==> config.mk <==
export PLATFORM = sky130hd
export DESIGN_NAME = bit_stream_deserializer_flat
export DESIGN_NICKNAME = d
export VERILOG_FILES = /design/src/rtl/bit_stream_deserializer_pkg.sv /design/src/rtl/bit_stream_deserializer_if.sv /design/src/rtl/deser_bit_counter.sv /design/src/rtl/bit_stream_deserializer.sv /design/src/flat_wrapper.sv
export SDC_FILE = /design/constraint.sdc
export NUM_CORES = 1
export LEC_CHECK = 0
export CORE_MARGIN = 2
export CORE_UTILIZATION = 45
export CTS_CLUSTER_DIAMETER = 40
export DETAILED_ROUTE_END_ITERATION = 16
export GPL_TIMING_DRIVEN = 0
export PLACE_DENSITY = 0.73
export SLEW_MARGIN = 40
export SYNTH_ARGS = -nofsm -noshare
export SYNTH_HDL_FRONTEND = slang
export SYNTH_SLANG_ARGS = --single-unit
==> constraint.sdc <==
create_clock -name clk -period 1.8 [get_ports clk]
set_input_delay 0.18 -clock clk [delete_from_list [all_inputs] [get_ports clk]]
set_output_delay 0.18 -clock clk [all_outputs]
set_load 0.05 [all_outputs]
==> src/rtl/bit_stream_deserializer_pkg.sv <==
// Shared constants and state encoding for the serial-to-parallel deserializer.
package bit_stream_deserializer_pkg;

    localparam int DEFAULT_WIDTH = 8;

    typedef enum logic {
        IDLE  = 1'b0,
        SHIFT = 1'b1
    } state_t;

endpackage

==> src/rtl/bit_stream_deserializer_if.sv <==
// Bundles the serial input stream and the word-output handshake of the deserializer.
interface bit_stream_deserializer_if
    import bit_stream_deserializer_pkg::*;
#(
    parameter int WIDTH = DEFAULT_WIDTH
);

    logic             enable;
    logic             din;
    logic             din_valid;
    logic             word_ready;
    logic [WIDTH-1:0] word_out;
    logic             word_valid;
    logic             overflow;
    logic [7:0]       word_count;

    modport master (
        output enable, din, din_valid, word_ready,
        input  word_out, word_valid, overflow, word_count
    );

    modport slave (
        input  enable, din, din_valid, word_ready,
        output word_out, word_valid, overflow, word_count
    );

endinterface

==> src/rtl/deser_bit_counter.sv <==
// Counts sampled bits 0..WIDTH-1 and flags the edge that samples the last bit of a word.
module deser_bit_counter
    import bit_stream_deserializer_pkg::*;
#(
    parameter int WIDTH = DEFAULT_WIDTH
) (
    input  logic clk,
    input  logic reset_n,
    input  logic i_clear,
    input  logic i_advance,
    output logic o_complete
);

    localparam int            CW   = $clog2(WIDTH);
    localparam logic [CW-1:0] LAST = CW'(WIDTH - 1);

    logic [CW-1:0] r_count;

    assign o_complete = i_advance && !i_clear && (r_count == LAST);

    always_ff @(posedge clk or negedge reset_n) begin
        if (!reset_n) begin
            r_count <= '0;
        end else if (i_clear) begin
            r_count <= '0;
        end else if (i_advance) begin
            r_count <= (r_count == LAST) ? '0 : r_count + 1'b1;
        end
    end

endmodule

==> src/rtl/bit_stream_deserializer.sv <==
// Assembles a qualified serial bit stream into MSB-first words behind a valid/ready
// output register, with a sticky overflow flag and a loaded-word counter.
module bit_stream_deserializer
    import bit_stream_deserializer_pkg::*;
#(
    parameter int WIDTH = DEFAULT_WIDTH
) (
    input  logic                     clk,
    input  logic                     reset_n,
    bit_stream_deserializer_if.slave bus
);

    state_t           r_state;
    logic [WIDTH-1:0] r_shift;
    logic [WIDTH-1:0] r_wordOut;
    logic             r_wordValid;
    logic             r_overflow;
    logic [7:0]       r_wordCount;

    logic             w_advance;
    logic             w_clear;
    logic             w_complete;
    logic             w_load;
    logic             w_drop;
    logic [WIDTH-1:0] w_fullWord;

    // Bits are only taken once the FSM has settled in SHIFT with enable still high.
    assign w_advance  = (r_state == SHIFT) && bus.enable && bus.din_valid;
    assign w_clear    = !bus.enable;
    assign w_fullWord = {r_shift[WIDTH-2:0], bus.din};
    assign w_load     = w_complete && (!r_wordValid || bus.word_ready);
    assign w_drop     = w_complete && r_wordValid && !bus.word_ready;

    deser_bit_counter #(
        .WIDTH (WIDTH)
    ) u_bitCounter (
        .clk        (clk),
        .reset_n    (reset_n),
        .i_clear    (w_clear),
        .i_advance  (w_advance),
        .o_complete (w_complete)
    );

    always_ff @(posedge clk or negedge reset_n) begin
        if (!reset_n) begin
            r_state     <= IDLE;
            r_shift     <= '0;
            r_wordOut   <= '0;
            r_wordValid <= 1'b0;
            r_overflow  <= 1'b0;
            r_wordCount <= '0;
        end else begin
            case (r_state)
                IDLE: begin
                    r_shift <= '0;
                    if (bus.enable) begin
                        r_state <= SHIFT;
                    end
                end
                SHIFT: begin
                    if (!bus.enable) begin
                        r_state <= IDLE;
                        r_shift <= '0;
                    end else if (w_advance) begin
                        r_shift <= w_fullWord;
                    end
                end
                default: begin
                    r_state <= IDLE;
                    r_shift <= '0;
                end
            endcase

            // A completing word wins over a plain consume on the same edge.
            if (w_load) begin
                r_wordOut   <= w_fullWord;
                r_wordValid <= 1'b1;
                r_wordCount <= r_wordCount + 8'd1;
            end else if (r_wordValid && bus.word_ready) begin
                r_wordValid <= 1'b0;
            end

            if (w_drop) begin
                r_overflow <= 1'b1;
            end
        end
    end

    assign bus.word_out   = r_wordOut;
    assign bus.word_valid = r_wordValid;
    assign bus.overflow   = r_overflow;
    assign bus.word_count = r_wordCount;

endmodule
==> src/flat_wrapper.sv <==
// flat-port wrapper written by rule: the top's interface ports become plain ports
module bit_stream_deserializer_flat import bit_stream_deserializer_pkg::*;
#(
    parameter int WIDTH = DEFAULT_WIDTH
)
  (clk, reset_n, bus_enable, bus_din, bus_din_valid, bus_word_ready, bus_word_out, bus_word_valid, bus_overflow, bus_word_count);
  bit_stream_deserializer_if #(.WIDTH(WIDTH)) bus_i ();
  input  logic clk;
  input  logic reset_n;
  input wire logic [$bits(bus_i.enable)-1:0] bus_enable;
  input wire logic [$bits(bus_i.din)-1:0] bus_din;
  input wire logic [$bits(bus_i.din_valid)-1:0] bus_din_valid;
  input wire logic [$bits(bus_i.word_ready)-1:0] bus_word_ready;
  output wire logic [$bits(bus_i.word_out)-1:0] bus_word_out;
  output wire logic [$bits(bus_i.word_valid)-1:0] bus_word_valid;
  output wire logic [$bits(bus_i.overflow)-1:0] bus_overflow;
  output wire logic [$bits(bus_i.word_count)-1:0] bus_word_count;
  assign bus_i.enable = bus_enable;
  assign bus_i.din = bus_din;
  assign bus_i.din_valid = bus_din_valid;
  assign bus_i.word_ready = bus_word_ready;
  assign bus_word_out = bus_i.word_out;
  assign bus_word_valid = bus_i.word_valid;
  assign bus_overflow = bus_i.overflow;
  assign bus_word_count = bus_i.word_count;
  bit_stream_deserializer #(.WIDTH(WIDTH)) u_core (.clk(clk), .reset_n(reset_n), .bus(bus_i));
endmodule
# Word level (Yosys, flattened, before mapping)
# Cells that the tools add are included.
# word_totals
ff_bits,29
inputBits,6
out_inout_bits,18
elab_cells,34
# op_classes
addsub,2
n_eq_ne,3
n_mux,9
bitwise,1
reduce_logical,12
# ops
cell,n
$mux W7,2
$pmux W7 S2,1
$mux W3,3
$add A8 B1 Y8 const B,1
$logic_and A1 B1 Y1,8
$add A3 B1 Y3 const B,1
$eq A3 B3 Y1 const B,1
$mux W1,3
$ne A3 B3 Y1 const B,1
$logic_not A1 Y1,2
$ne A2 B1 Y1 const B,1
$reduce_bool A2 Y1,1
$logic_or A1 B1 Y1,1
$not A1 Y1,1

# Longest topological paths before layout
# depth
depth_word,6
mapped_depth,8
ltp_nobuf,6

# Cells and area by module
# Synthesis repeated with hierarchy kept, for this count alone.
# hier_totals
hier_cells,93
hier_area_um2,1287.5
# modules_own_cells
mod,instances,cells_per_inst,area_each_um2,seq_area_each_um2
bit_stream_deserializer,1,79,1128.6,650.6
deser_bit_counter,1,14,158.9,75.1

# Worst setup path before layout
# No wires, ideal clock.
# synth_timing
kind,register to register
from,reg u_core.u_bitCounter.r_count[0]
to,reg u_core.r_wordOut[0] (netlist: u_core.bus.word_out[0])
setup_time_ns,0.125
arrival_ns,1.518
required_ns,1.675
setup_slack_ns,0.157
path_stages_with_launch,8
n_path_buf,2
period_less_slack_ns,1.643
cell_sequence,dfrtp_1 > ha_1 > ha_1 > nand4_4 > nor2b_2 > buf_6 > buf_12 > mux2_2
# synth_between
elab_chain_len,3
# synth_rtl
item,line_no,text
from (decl),deser_bit_counter.sv:17,logic [CW-1:0] r_count;
from (signal assigned),deser_bit_counter.sv:27,r_count <= (r_count == LAST) ? '0 : r_count + 1'b1;
$eq A3 B3 Y1,deser_bit_counter.sv:19,assign o_complete = i_advance && !i_clear && (r_count == LAST);
$logic_and A1 B1 Y1,deser_bit_counter.sv:19,
$logic_and A1 B1 Y1,bit_stream_deserializer.sv:31,assign w_load = w_complete && (!r_wordValid || bus.word_ready);
to (signal assigned),bit_stream_deserializer.sv:76,r_wordOut <= w_fullWord;
to (decl),bit_stream_deserializer.sv:15,logic [WIDTH-1:0] r_wordOut;
# Every way passes these cells.
# A chain may end at the register's enable or synchronous reset.

# Worst setup path in the final report
# layout_timing
from,reg u_core.r_wordCount[7] (netlist: u_core.bus.word_count[7])
to,out bus_word_count[7]
# layout_lines
item,line_no,text
from (decl),bit_stream_deserializer.sv:18,logic [7:0] r_wordCount;
from (signal assigned),bit_stream_deserializer.sv:78,r_wordCount <= r_wordCount + 8'd1;
to (decl),flat_wrapper.sv:17,output wire logic [$bits(bus_i.word_count)-1:0] bus_word_count;
# No word-level cell between the ends.

==> results by group <==
Critical path
  – Worst path required time: 1620 ps
  – CP top delay family: buffers and inverters
  – Crit path DAT: 1540 ps
  – CP max FO: 2
  – WP buf/inv: 1
  – Levels on crit path: 1
  – Worst Setup End Kind: output port
  – Slowest stage cell, crit path: clkdlybuf4s50_1
  – Reg2reg path depth: 7
  – Worst-path cell chain: clkdlybuf4s50_1
  – Crit-path max cell delay: 820 ps
  – Crit path kind: reg2out
  – Startpoint Class: flip-flop

STA
  – Fin crit period: 1720 ps
  – Clock Skew: 3.18 ps
  – Sum Neg Setup Slack: 0 ps
  – Fin. Hold Viols: 0
  – FMAX: 581 MHz
  – Tightest Pin Transition: 634 ps
  – Final WS setup: 80.3 ps
  – Final period utilization: 95.5%
  – # setup viols final: 0
  – RSZ-0062 raised after global routing: no
  – Relative max-transition margin: 57.7%
  – Slew Limit Fails: 0

Route
  – Routed Antenna Nets: 0
  – Wire per inst: 13.8 um
  – Number of vias per cell: 5.05
  – Via count: 772
  – Initial DRC count: 13
  – Router iterations before antenna repair: 4
  – Post-Route WL: 2120 um
  – # DRC: 0

Place
  – Hpwl dp: 1480 um
  – Final Wtd Congestion: 0.689
  – Place WS: -13.6 ps
  – I/O Buffers: 22

Yosys
  – Top cells by instance count after synthesis: 29 x dfrtp_1, 9 x mux2_2, 7 x mux2i_1, 7 x nor2_1, 5 x nand2_1
  – Most common cell in the netlist: dfrtp_1
  – Post-Synthesis Cells: 90
  – Ys Warns: 0
  – Yosys top cell by area: dfrtp_1
  – Seq/Total Area, Yosys: 56.8%
  – FF+latch count, synth: 29
  – Syn Area/Cell: 14.2 um^2
  – Most used DFF post-synth: dfrtp_1
  – Asr flop ratio synth: 100%
  – Post-synth EDFFs: 0
  – Post-synth cell types: 25
  – Synth top area share: 56.8%
  – Synthesized net count: 99
  – Area contributors post-synth: dfrtp_1 57%, mux2_2 7.9%, mux2i_1 5.5%
  – Mapped Area: 1280 um^2

Die
  – Die Area: 3280 um^2
  – Core area: 2730 um^2
  – # rows: 19
  – Chip Width: 57.3 um
  – I/O pin cnt: 24
  – Starting Density: 46.7%
  – DIE HEIGHT: 57.3 um

Clocking
  – Worst skew pair latency: 320 ps
  – Total CTS buffers: 5
  – Maximum clock path buffer count: 2
  – H-tree depth: 2
  – Sink Count: 29
  – Worst-path clk slew: 90 ps
  – CTS tree: built
  – CTS Root Cell: clkbuf_4

Power and ir drop
  – Maximum VDD drop: 0.521 mV
  – P_int: 0.000902 W
  – Power per standard cell area: 703 nW/um^2
  – Logic gate share of total power: 4.3%
  – Pleak: 0.877 nW
  – Sw Ratio: 21.8%
  – Clock power share: 38.6%
  – Sequential power share: 57.1%
  – Switching power of the nets: 0.000251 W

GRT
  – First-pass GRT wire length: 3710 um
  – Initial antenna violation count: 0
  – Grt ovf: 0
  – Vias in the first global route: 797
  – Total GRT Usage: 15.8%
  – Pin count of the biggest net entering global routing: 30

Worst hold path
  – Tightest Hold Check Type: in2reg
  – WHS Path Cells: 3

Final layout
  – Area grow syn2layout: 28.4%
  – Antenna Cells: 0
  – Layout cell share with drive strength beyond 1: 26.2%
  – Final net count: 130

Job
  – Max-cap violations: 0

Status
  – Outcome: finished, final reports clean
## per-stage QoR
step           hold WS (ps)  total power, W  util [%]  area (um^2)  instances
5_1_grt                 181         0.00123      60.0         1640        153
2_1_floorplan          -116        0.000691         -         1280         90
4_1_cts                 170         0.00117      59.0         1610        152
3_5_place_dp            236        0.000719      56.0         1530        143
3_3_place_gp            459        0.000718      56.2         1540        143
6_report                184         0.00115      60.0         1640        153
## worst reg2reg max path, stage by stage (launching register included)
cell and delay, ps:
dfrtp_1 360, ha_1 190, ha_4 160, nand4_4 110
nor2b_2 140, buf_6 150, buf_12 140, mux2_2 330
## sequential cells by signal, indices dropped and copies added (netlist names)
register and cells:
u_core.u_bitCounter.r_count 3, u_core.r_shift 7, u_core.bus.overflow 1, u_core.r_state 1
u_core.bus.word_out 8, u_core.bus.word_valid 1, u_core.bus.word_count 8
## kinds of logic after synthesis
kind of cell / Yosys count / synth area share (%)
flops: 29 / 56.8
simple gates: 28 / 15.6
mux: 16 / 13.4
xor+xnor: 7 / 5.97
compound gates: 4 / 1.96
buf+inv: 3 / 3.33
fa+ha+maj: 3 / 2.94
## per-layer routing
layer,vias up,share of wire [%],GRT usage [%]
met3,5,3.4,4.76
met5,-,0,0
met4,0,2.8,11.6
met2,16,50,22.8
met1,381,44,19.9
li1,370,-,-
## path summary, 6_finish.rpt
check | startpoint | to | slack, ps
worst max-delay path | u_core.bus.word_count[7] | bus_word_count[7] | 80
worst min-delay path | bus_din_valid | u_core.bus.word_valid | 180
worst max register to register | u_core.u_bitCounter.r_count[1] | u_core.bus.word_out[7] | 110
worst min register to register | u_core.bus.overflow | u_core.bus.overflow | 490
max in group asynchronous | reset_n | u_core.bus.word_out[5] | 980
min in group asynchronous | reset_n | u_core.bus.word_out[3] | 410
## layout make-up
type	count	area, um^2
Fill cell	231	1090
Tap cell	31	38.8
Multi-Input combinational cell	58	522
Clock buffer	7	65.1
Buffer	3	42.5
Timing Repair Buffer	24	241
Clock inverter	1	5.00
Sequential cell	29	726
## repair_timing
item,4_1_cts,5_1_grt
hold buffers,1,0
pin swaps,0,0
buffers inserted,0,1
resized for setup,2,5
hold endpoints to repair,29,0
endpoints found under the setup margin,4,8
## power by group through the flow
stage / Sequential [W] / Clock [W] / Combinational (W)
after floorplan: 0.000671 / 0 / 0.0000201
after global placement: 0.000672 / 0 / 0.0000459
after detailed placement: 0.000672 / 0 / 0.0000467
after CTS: 0.000659 / 0.000460 / 0.0000481
after global routing: 0.000660 / 0.000512 / 0.0000559
final: 0.000659 / 0.000445 / 0.0000494
## placed cells by master (no fill, tap or decap), drive strengths merged
master,count
nor3,1
nand2b,1
clkinv,1
nand3,4
and2,2
dlymetal6s2s,4
and3,1
a21boi,1
a21oi,2
mux2,9
clkdlybuf4s50,16
nand2,5
buf,5
dlygate4sd3,1
xor2,1
o21bai,1
nor2b,3
xnor2,6
nor3b,1
nor2,7
ha,3
dfrtp,29
nand4,3
clkbuf,7
dlygate4sd2,1
mux2i,7
Power figures use the tool's default switching activity.
